===== config.mk =====
export PLATFORM = sky130hd
export DESIGN_NAME = count_ctrl
export DESIGN_NICKNAME = d
export VERILOG_FILES = /design/src/rtl/count_ctrl_pkg.sv /design/src/rtl/evt_filter.sv /design/src/rtl/count_ctrl.sv
export SDC_FILE = /design/constraint.sdc
export NUM_CORES = 1
export LEC_CHECK = 0
export CAP_MARGIN = 10
export CORE_AREA = 2 2 42 44
export CTS_BUF_LIST = sky130_fd_sc_hd__clkbuf_4
export DETAILED_ROUTE_END_ITERATION = 8
export DIE_AREA = 0 0 44 46
export GPL_TIMING_DRIVEN = 1
export HOLD_SLACK_MARGIN = 0.15
export PLACE_DENSITY = 0.78
export SYNTH_ARGS = -nofsm -noshare
export SYNTH_HDL_FRONTEND = slang
export SYNTH_HIERARCHICAL = 1
export SYNTH_SLANG_ARGS = --single-unit

===== constraint.sdc =====
create_clock -name clk -period 2.15 [get_ports clk]
set_input_delay 0.3225 -clock clk [delete_from_list [all_inputs] [get_ports clk]]
set_output_delay 0.3225 -clock clk [all_outputs]
set_load 0.005 [all_outputs]

===== src/rtl/count_ctrl_pkg.sv =====
// Shared types and default widths for the count_ctrl event-counting front end.
// The defaults match the downstream up counter.
package count_ctrl_pkg;

    typedef enum logic [1:0] {
        IDLE = 2'b00,
        CLR  = 2'b01,
        RUN  = 2'b10,
        DONE = 2'b11
    } cc_state_t;

    localparam int CC_W  = 8;
    localparam int CC_N  = 10;
    localparam int CC_DB = 4;

endpackage


===== src/rtl/evt_filter.sv =====
// Event conditioning: 2-flop synchronizer, optional debounce (COUNT_CTRL_DEBOUNCE_EN),
// and a registered rising-edge detector that emits a one-cycle rise strobe.
module evt_filter
    import count_ctrl_pkg::*;
#(
    parameter int db = CC_DB
) (
    input  logic clk,
    input  logic rst_b,
    input  logic evt,
    output logic rise
);

    logic sync_1;
    logic sync_2;
    logic level;
    logic level_d;

    always_ff @(posedge clk) begin
        if (!rst_b) begin
            sync_1 <= 1'b0;
            sync_2 <= 1'b0;
        end else begin
            sync_1 <= evt;
            sync_2 <= sync_1;
        end
    end

`ifdef COUNT_CTRL_DEBOUNCE_EN
    localparam int DB_W = (db < 1) ? 1 : $clog2(db + 1);
    localparam logic [DB_W-1:0] DB_LAST = DB_W'(db - 1);

    logic [DB_W-1:0] db_cnt;

    // level follows sync_2 only after db consecutive disagreeing samples
    always_ff @(posedge clk) begin
        if (!rst_b) begin
            level  <= 1'b0;
            db_cnt <= '0;
        end else if (sync_2 != level) begin
            if (db_cnt == DB_LAST) begin
                level  <= sync_2;
                db_cnt <= '0;
            end else begin
                db_cnt <= db_cnt + DB_W'(1);
            end
        end else begin
            db_cnt <= '0;
        end
    end
`else
    assign level = sync_2;

    // db has no effect without the filter; the reference keeps the parameter list uniform
    if (db < 1) begin : g_db_unused
    end
`endif

    always_ff @(posedge clk) begin
        if (!rst_b) begin
            level_d <= 1'b0;
            rise    <= 1'b0;
        end else begin
            level_d <= level;
            rise    <= level & ~level_d;
        end
    end

endmodule


===== src/rtl/count_ctrl.sv =====
// Run controller for the w-bit up counter: frames runs with clr, emits c_up per event,
// finishes after n events or on stop. Debounce is selected by COUNT_CTRL_DEBOUNCE_EN.
//
// state | meaning
// IDLE  | waiting for start (start=1, stop=0)
// CLR   | one-cycle clr pulse, ev_cnt cleared on exit
// RUN   | counting rises; once ev_cnt==n it waits one cycle so the last c_up precedes done
// DONE  | one-cycle done pulse, back to IDLE
module count_ctrl
    import count_ctrl_pkg::*;
#(
    parameter int w  = CC_W,
    parameter int n  = CC_N,
    parameter int db = CC_DB
) (
    input  logic         clk,
    input  logic         rst_b,
    input  logic         start,
    input  logic         stop,
    input  logic         evt,
    output logic         c_up,
    output logic         clr,
    output logic         busy,
    output logic         done,
    output logic [w-1:0] ev_cnt
);

    localparam logic [w-1:0] N_LAST = w'(n);

    cc_state_t state;
    logic      rise;

    evt_filter #(
        .db(db)
    ) u_evt_filter (
        .clk  (clk),
        .rst_b(rst_b),
        .evt  (evt),
        .rise (rise)
    );

    always_ff @(posedge clk) begin
        if (!rst_b) begin
            state  <= IDLE;
            c_up   <= 1'b0;
            ev_cnt <= '0;
        end else begin
            c_up <= 1'b0;
            case (state)
                IDLE: begin
                    if (start && !stop) state <= CLR;
                end
                CLR: begin
                    ev_cnt <= '0;
                    state  <= RUN;
                end
                RUN: begin
                    // completion outranks a late stop: the n-th event is already counted
                    if (ev_cnt == N_LAST) begin
                        state <= DONE;
                    end else if (stop) begin
                        state <= IDLE;
                    end else if (rise) begin
                        c_up   <= 1'b1;
                        ev_cnt <= ev_cnt + w'(1);
                    end
                end
                DONE: begin
                    state <= IDLE;
                end
                default: begin
                    state <= IDLE;
                end
            endcase
        end
    end

    assign clr  = (state == CLR);
    assign busy = (state == CLR) || (state == RUN);
    assign done = (state == DONE);

endmodule

==> impl_metrics.toml, run 1 <==
[grt]
antenna_found_initial = 0
track_usage_pct = 17.0
grt_max_degree = 12
grt_first_pass_wirelength_mm = 2.57
grt_pass1_vias = 585
grt_overflow = 0

[synthesis]
ys_warn_count = 6
syn_area_per_cell_um2 = 10.1
ys_ff_latch = 15
yosysMostFrequentCell = "dfxtp_1"
syn_nets = 88
synth_largest_area_cell = "dfxtp_1"
synth-edff-count = 0
synth_cells = 76
seq_area_frac_synth_pct = 39.2
ys_types = 28
post-synth-top-area-fraction_pct = 39.2
syn-cell-area_um2 = 767
synthArstFlopShare_pct = 0
synthTopCellsByArea = "dfxtp_1 39%, ha_1 11%, o22a_1 4.6%, o21ai_0 3.9%, nor4b_4 3.1%"
synth-main-ff-cell = "dfxtp_1"
ys_top_cells_by_count = "15 x dfxtp_1, 7 x ha_1, 6 x o21ai_0"

[clocking]
post-cts-setup-buffers = 0
clock_latency_ps = 280
cts_tree = "done"
clkSlewWorstSetupHoldPaths_ps = 100
cts_max_level = 1
cts_hold_buf = 0
numCtsBuffers = 3
root_buffer = "clkbuf_4"
cts_resized = 0
cts_sinks = 15
clockBufferDepth = 2

[worst_hold_path]
hold_depth = 1
hp-class = "register to register"

[power]
peakVddDrop_mv = 0.440
leakagePower_nw = 0.374
powerDensity_nw_per_um2 = 699
total_power_mw = 0.684

[worst_setup_path]
path_delay_family = "buffers and inverters"
path_class = "register to primary output"
crit_chain = "inv_1 > ha_1 > clkdlybuf4s50_1"
critPathMaxFanout = 5
crit_required_ps = 1830
crit_cells = 3
reg2reg_depth = 5
path_buf_inv = 2
critPathArrivalTime_ps = 1600
worst_setup_path_start_kind = "register"
crit_path_max_incr_delay_ps = 490
endpoint_kind = "primary output"
r2r_slack_ps = 460
slowest_stage = "clkdlybuf4s50_1"

[timing]
clock_skew_ps = 2.35
drv_slew = 0
setup_viol = 0
post-route-min-period_ps = 1920
tightest_slew_ps = 330
max_freq_ghz = 0.521
final-hold-violation-count = 0
rsz0062_at_grt = "no"
tns_ps = 0
min_period_over_period_pct = 89.3
slew-limit-headroom_pct = 77.8

[place]
place.port_buffers = 16
place_congestion = 0.822
place_hpwl_mm = 1.16
place_area_um2 = 948

[floorplanning]
die_x_um = 44
start_util_pct = 47.5
boundaryPins = 17
die_h_um = 46
core-area_um2 = 1610
fp-row-count = 15
die_area_um2 = 2020

[route]
avgViaCountPerCell = 5.64
drtAntennaViolNets = 0
drt_wl_total_mm = 1.53
vias = 637
avgRoutedWirePerCell_um = 13.5
drc_errors = 0
drt-initial-drc-count = 16
drtPass1Iterations = 4

[job]
drv_cap = 0

[cells_and_area]
nNetsFinal = 109
nFillCells = 135
fin_area_um2 = 978
diodes = 0
syn_to_final_growth_pct = 27.6
drive_above_1_share_pct = 15.6

[run_status]
outcome = "finished, final reports clean"
-- stage by stage --
step	setup WS [ps]	hold WS [ps]	util [%]	instances
after floorplan	569	420	-	76
after global placement	374	430	58.8	109
after detailed placement	348	448	58.8	109
after CTS	232	476	60.6	113
after global routing	161	503	60.6	113
final	230	467	60.6	113
-- final cells by class --
class,instances,area (um^2),area share (%)
Inverter,6,22.5,2.30
Multi-Input combinational cell,55,444,45.4
Sequential cell,15,300,30.7
Tap cell,17,21.3,2.17
Clock buffer,3,22.5,2.30
Timing Repair Buffer,16,160,16.4
Clock inverter,1,7.51,0.767
-- worst paths after layout --
path | to | start
setup / recovery | busy | state[0]$_SDFFE_PN0P_
hold / removal | u_evt_filter/level$_SDFF_PN0_ | u_evt_filter/sync_1$_SDFF_PN0_
setup reg to reg | ev_cnt[0]$_SDFFE_PN0P_ | state[0]$_SDFFE_PN0P_
hold reg to reg | u_evt_filter/level$_SDFF_PN0_ | u_evt_filter/sync_1$_SDFF_PN0_
-- placed cells by master (no fill, tap or decap), types with 2 or more instances in the layout --
cell and instances:
clkdlybuf4s50_1 16, dfxtp_1 15, ha_1 7, o21ai_0 6, inv_1 5, nor2_1 5, o22a_1 4, and3_1 3
nand2_1 3, a21oi_1 3, nand3_1 3, clkbuf_4 3, and2_2 3, o21ba_1 2, nor3_1 2
-- state kept, by name (all words and copies together), names as in the netlist --
name and cells:
u_evt_filter/level_d 1, u_evt_filter/sync_1 1, u_evt_filter/level 1, state 2, u_evt_filter/rise 1, ev_cnt 8
c_up 1
-- cells by family after synthesis --
| logic type | share of synthesized area (%) |
|---|---|
| fa+ha+maj | 11.4 |
| compound gates | 24.8 |
| flops | 39.2 |
| simple gates | 19.7 |
| buf+inv | 2.94 |
| mux | 1.96 |
-- report_power, final --
| group | switching, mW | leakage, nW | internal [mW] | total (mW) |
|---|---|---|---|---|
| clock | 0.0969 | 0.0139 | 0.0706 | 0.167 |
| sequential | 0.0181 | 0.122 | 0.294 | 0.312 |
| combinational | 0.0967 | 0.238 | 0.107 | 0.204 |
| total | 0.212 | 0.374 | 0.472 | 0.684 |
-- routing by layer --
metal  track usage, %  vias up  share of wire (%)
met1             23.1      303                 47
met3             3.57        0                3.3
met4             3.64        0                  0
li1                 -      319                  -
met5                0        -                  0
met2             27.6       15                 49
Power figures use the tool's default switching activity.
==> run 2: changes to the inputs <==
CORE_AREA = 2 2 44 46   (was 2 2 42 44)
DIE_AREA = 0 0 46 48   (was 0 0 44 46)
PLACE_DENSITY = 0.75   (was 0.78)
clock period = 1.6 ns   (was 2.15 ns; I/O delays follow)
==> run 2 against run 1 <==
Against the previous run:
- clock skew is 0.73 ps higher
- utilization is 2.8 points higher
- worst hold slack worse by 9.3 ps
- sequential power rose by 30%
- global-route usage grew 0.79 points
- largest cell class unchanged
==> impl_metrics.toml, run 2 (same netlist as run 1, synthesis figures left out) <==
[cells_and_area]
syn_to_final_growth_pct = 39.6
largest_reg_flops = 8
nNetsFinal = 118
reg_top3 = "ev_cnt (8), state (2)"
max_flop_register = "ev_cnt"
diodes = 0
final_cell_mix = "13 x clkdlybuf4s50_1, 9 x dfxtp_1, 9 x buf_4"
final_common_cell = "clkdlybuf4s50_1"
fin_area_um2 = 1070
final_util_pct = 63.4
layoutNonFillerInstCount = 122
drive_above_1_share_pct = 31.4

[place]
dpl.cell_count = 116
place.port_buffers = 16
place_hpwl_mm = 1.23
place_area_um2 = 1000
dp_slack_ps = 8.36
place_congestion = 0.772

[timing]
tightest_slew_ps = 342
max_freq_ghz = 0.633
min_period_over_period_pct = 98.8
setup_viol = 0
drv_slew = 0
final-hold-violation-count = 0
post-route-min-period_ps = 1580
fin_ws_ps = 19.8
clock_skew_ps = 3.08
rsz0062_at_grt = "yes"
slew-limit-headroom_pct = 77.0

[power]
peakVddDrop_mv = 0.548
pwr-share-clk_pct = 23.5
powerDensity_nw_per_um2 = 854
leakagePower_nw = 0.440
power_switching_mw = 0.276
seqPwrFrac_pct = 44.3
swShare_pct = 30.1
total_power_mw = 0.915
power_frac_comb_pct = 32.2
p_int_mw = 0.640

[worst_setup_path]
reg2reg_depth = 6
critPathMaxFanout = 8
crit_required_ps = 1830
path_class = "register to register"
endpoint_kind = "register"
critPathArrivalTime_ps = 1810
worst_setup_path_start_kind = "register"

[grt]
top_usage_layer = "met1"
antenna_found_initial = 0
grt_first_pass_wirelength_mm = 2.70
grt_overflow = 0
grt_max_degree = 10
met1_usage_pct = 25.5
grt_pass1_vias = 599
track_usage_pct = 17.8
grt_util_met2_pct = 24.4
grt_util_met3_pct = 6.79

[route]
drt-initial-drc-count = 14
avgViaCountPerCell = 5.45
avgRoutedWirePerCell_um = 13.4
drtAntennaViolNets = 0
drc_errors = 0
drtPass1Iterations = 4
drt_wl_total_mm = 1.63
vias = 665

[floorplanning]
core-area_um2 = 1690
start_util_pct = 45.4
die_h_um = 48
boundaryPins = 17
die_x_um = 46
die_area_um2 = 2210
fp-row-count = 15

[clocking]
cts_tree = "done"
root_buffer = "clkbuf_4"
cts_hold_buf = 0
clkSlewWorstSetupHoldPaths_ps = 90
cts_sinks = 15
numCtsBuffers = 3
clock_latency_ps = 290
clockBufferDepth = 2
cts_max_level = 1

[worst_hold_path]
hp-class = "register to register"
hold_depth = 1

[job]
drv_cap = 0

[run_status]
outcome = "finished, final reports clean"
run 2: layout make-up:
type                            instances  area (um^2)
Fill cell                             135          618
Multi-Input combinational cell         55          468
Sequential cell                        15          308
Timing Repair Buffer                   25          224
Clock buffer                            3         22.5
Inverter                                6         22.5
Tap cell                               17         21.3
Clock inverter                          1         5.00
run 2: power groups by stage:
| stage | registers (mW) | clock network (mW) | logic (mW) |
|---|---|---|---|
| after floorplan | 0.421 | 0 | 0.170 |
| after global placement | 0.416 | 0 | 0.303 |
| after detailed placement | 0.417 | 0 | 0.305 |
| after CTS | 0.406 | 0.222 | 0.295 |
| after global routing | 0.407 | 0.234 | 0.339 |
| final | 0.405 | 0.215 | 0.295 |
run 2: per-layer routing:
| layer | vias up | wire (um) | share of wire [%] |
|---|---|---|---|
| met5 | - | 0 | 0 |
| met4 | 0 | 29 | 1.8 |
| met3 | 8 | 74 | 4.5 |
| met2 | 18 | 677 | 42 |
| met1 | 298 | 846 | 52 |
| li1 | 341 | - | - |
run 2: final timing paths:
| kind | slack (ps) | endpoint | start |
|---|---|---|---|
| worst max-delay path | 20 | ev_cnt[0]$_SDFFE_PN0P_ | ev_cnt[0]$_SDFFE_PN0P_ |
| worst max register to register | 20 | ev_cnt[0]$_SDFFE_PN0P_ | ev_cnt[0]$_SDFFE_PN0P_ |
| worst min-delay path | 460 | u_evt_filter/level$_SDFF_PN0_ | u_evt_filter/sync_1$_SDFF_PN0_ |
| worst min register to register | 460 | u_evt_filter/level$_SDFF_PN0_ | u_evt_filter/sync_1$_SDFF_PN0_ |
run 2: timing repair:
action,CTS,global route
resized for setup,5,9
endpoints found under the setup margin,4,13
pin swaps,2,6
buffers inserted,1,1
run 2: per-stage QoR:
stage	TNS, ps	hold WS [ps]
after global placement	0	434
after floorplan	0	376
after CTS	0	460
after global routing	-363	487
after detailed placement	0	436
final	0	457
run 2: critical path: stages, from the launching register on:
cell and delay (ps):
dfxtp_2 340, inv_2 70, ha_4 120, nor4b_4 280, a31oi_2 180, a31oi_4 340
mux2_4 200
==> run 3: changes to the inputs <==
CAP_MARGIN = default   (was 10)
REMOVE_ABC_BUFFERS = 1   (was default)
clock period = 1.4 ns   (was 1.6 ns; I/O delays follow)
==> run 3 against run 2 <==
Against the previous run:
- the run now ends with setup timing left
- critical path depth stayed put
- sequential cell count stayed put
- power is 38% higher
- cell area is 14% higher
- utilization is 9.2 points higher
- largest cell class unchanged
==> impl_metrics.toml, run 3 (same netlist as run 1, synthesis figures left out) <==
[power]
peakVddDrop_mv = 0.677
powerDensity_nw_per_um2 = 1030
total_power_mw = 1.26
leakagePower_nw = 0.547

[worst_setup_path]
worstReg2RegEnd = "ev_cnt[0]$_SDFFE_PN0P_"
r2r_slack_ps = -160
path_class = "register to register"
critPathArrivalTime_ps = 1790
r2r_start = "ev_cnt[0]$_SDFFE_PN0P_"
endpoint_kind = "register"
path_buf_inv = 1
reg2reg_depth = 6
path_delay_family = "compound AO/OA/AOI/OAI gates"
slowest_stage = "dfxtp_2"
critPathMaxFanout = 8
crit_chain = "inv_2 > ha_4 > nor4b_4 > a31oi_2 > a31oi_4 > mux2_4"
worst_setup_path_start_kind = "register"
crit_path_max_incr_delay_ps = 330
crit_required_ps = 1640
critical_path.startpoint = "ev_cnt[0]$_SDFFE_PN0P_"

[cells_and_area]
drive_above_1_share_pct = 50.8
nFillCells = 125
nNetsFinal = 133
final_cell_mix = "23 x buf_4, 9 x dfxtp_2, 7 x dlygate4sd2_1"
regArea_um2 = 315
largest_reg_flops = 8
final_common_cell = "buf_4"
multi_input_area_um2 = 512
diodes = 0
max_flop_register = "ev_cnt"
syn_to_final_growth_pct = 59.9
reg_top3 = "ev_cnt (8), state (2)"

[clocking]
cts_tree = "done"
clkSlewWorstSetupHoldPaths_ps = 90
root_buffer = "clkbuf_4"
clock_latency_ps = 290
cts_hold_buf = 0
cts_sinks = 15
clockBufferDepth = 2
cts_max_level = 1
numCtsBuffers = 3

[place]
place_hpwl_mm = 1.40
place_congestion = 0.843
place.port_buffers = 16

[route]
avgRoutedWirePerCell_um = 15.7
drt_wl_total_mm = 2.15
avgViaCountPerCell = 5.78
drt-initial-drc-count = 49
drtAntennaViolNets = 0
drtPass1Iterations = 4
vias = 792
drc_errors = 0

[timing]
setup_viol = 10
drv_slew = 0
tightest_slew_ps = 349
post-route-min-period_ps = 1560
max_freq_ghz = 0.642
slew-limit-headroom_pct = 76.5
fin_ws_ps = -157
rsz0062_at_grt = "yes"
hold_ws_ps = 455
final-hold-violation-count = 0
min_period_over_period_pct = 111
clock_skew_ps = 4.85

[grt]
grt_util_met2_pct = 33.3
grt_first_pass_wirelength_mm = 3.14
grt_max_degree = 11
grt_overflow = 0
met1_usage_pct = 25.5
track_usage_pct = 20.6
top_usage_layer = "met2"
grt_util_met3_pct = 6.04
grt_pass1_vias = 688
antenna_found_initial = 0

[floorplanning]
fp-row-count = 15
core-area_um2 = 1690
die_h_um = 48
start_util_pct = 45.4
die_x_um = 46
die_area_um2 = 2210
boundaryPins = 17

[run_status]
outcome = "finished with violations"
violations = "setup timing"

[worst_hold_path]
worstHoldStart = "u_evt_filter/sync_1$_SDFF_PN0_"
hp-class = "register to register"
hold_depth = 1
min_to = "u_evt_filter/level$_SDFF_PN0_"

[job]
drv_cap = 0
==> run 3: cell count changes in the layout (fill, tap and decap cells not counted), sizes merged <==
cell / delta
dlygate4sd2: +4
clkinvlp: +1
clkbuf: +1
clkinv: -1
clkdlybuf4s50: -7
buf: +17
==> run 3: final cells by class <==
type                       instances  area share (%)
clock inverter                     1           0.612
clock buffer                       3            1.84
timing repair buffer              40            26.1
multi-input combinational         55            41.7
tap                               17            1.73
sequential                        15            25.7
inverter                           6            2.24
==> run 3: worst max-delay path by stage <==
stage                              to  slack, ps  depth (start not counted)
5_1_grt        ev_cnt[0]$_SDFFE_PN0P_       -230                          6
4_1_cts        ev_cnt[0]$_SDFFE_PN0P_       -140                          6
6_report       ev_cnt[0]$_SDFFE_PN0P_       -160                          6
3_5_place_dp   ev_cnt[0]$_SDFFE_PN0P_       -200                          6
3_3_place_gp   ev_cnt[0]$_SDFFE_PN0P_       -160                          6
2_1_floorplan   state[1]$_SDFFE_PN0P_       -180                          6
==> run 3: layer usage <==
layer	vias to the layer above	routed length (um)
met5	-	0
met1	369	891
met2	43	1050
met4	0	52
met3	10	155
li1	370	-
==> run 3: timing repair <==
item,CTS,global route
pin swaps,6,4
endpoints found under the setup margin,21,11
gates cloned,0,0
resized for setup,35,11
setup buffers,6,2
==> run 3: per-stage QoR <==
step / utilization [%] / area, um^2 / TNS [ps] / instances / setup WS, ps
2_1_floorplan: - / 767 / -740 / 76 / -181
3_3_place_gp: 63.3 / 1070 / -1370 / 125 / -159
3_5_place_dp: 63.3 / 1070 / -1850 / 125 / -204
4_1_cts: 69.3 / 1170 / -1120 / 135 / -141
5_1_grt: 72.6 / 1230 / -2030 / 137 / -229
6_report: 72.6 / 1230 / -1180 / 137 / -157
==> run 3: where the power goes <==
part | internal, mW | switching, mW
logic | 0.275 | 0.249
registers | 0.454 | 0.0272
clock network | 0.109 | 0.149
total | 0.838 | 0.425
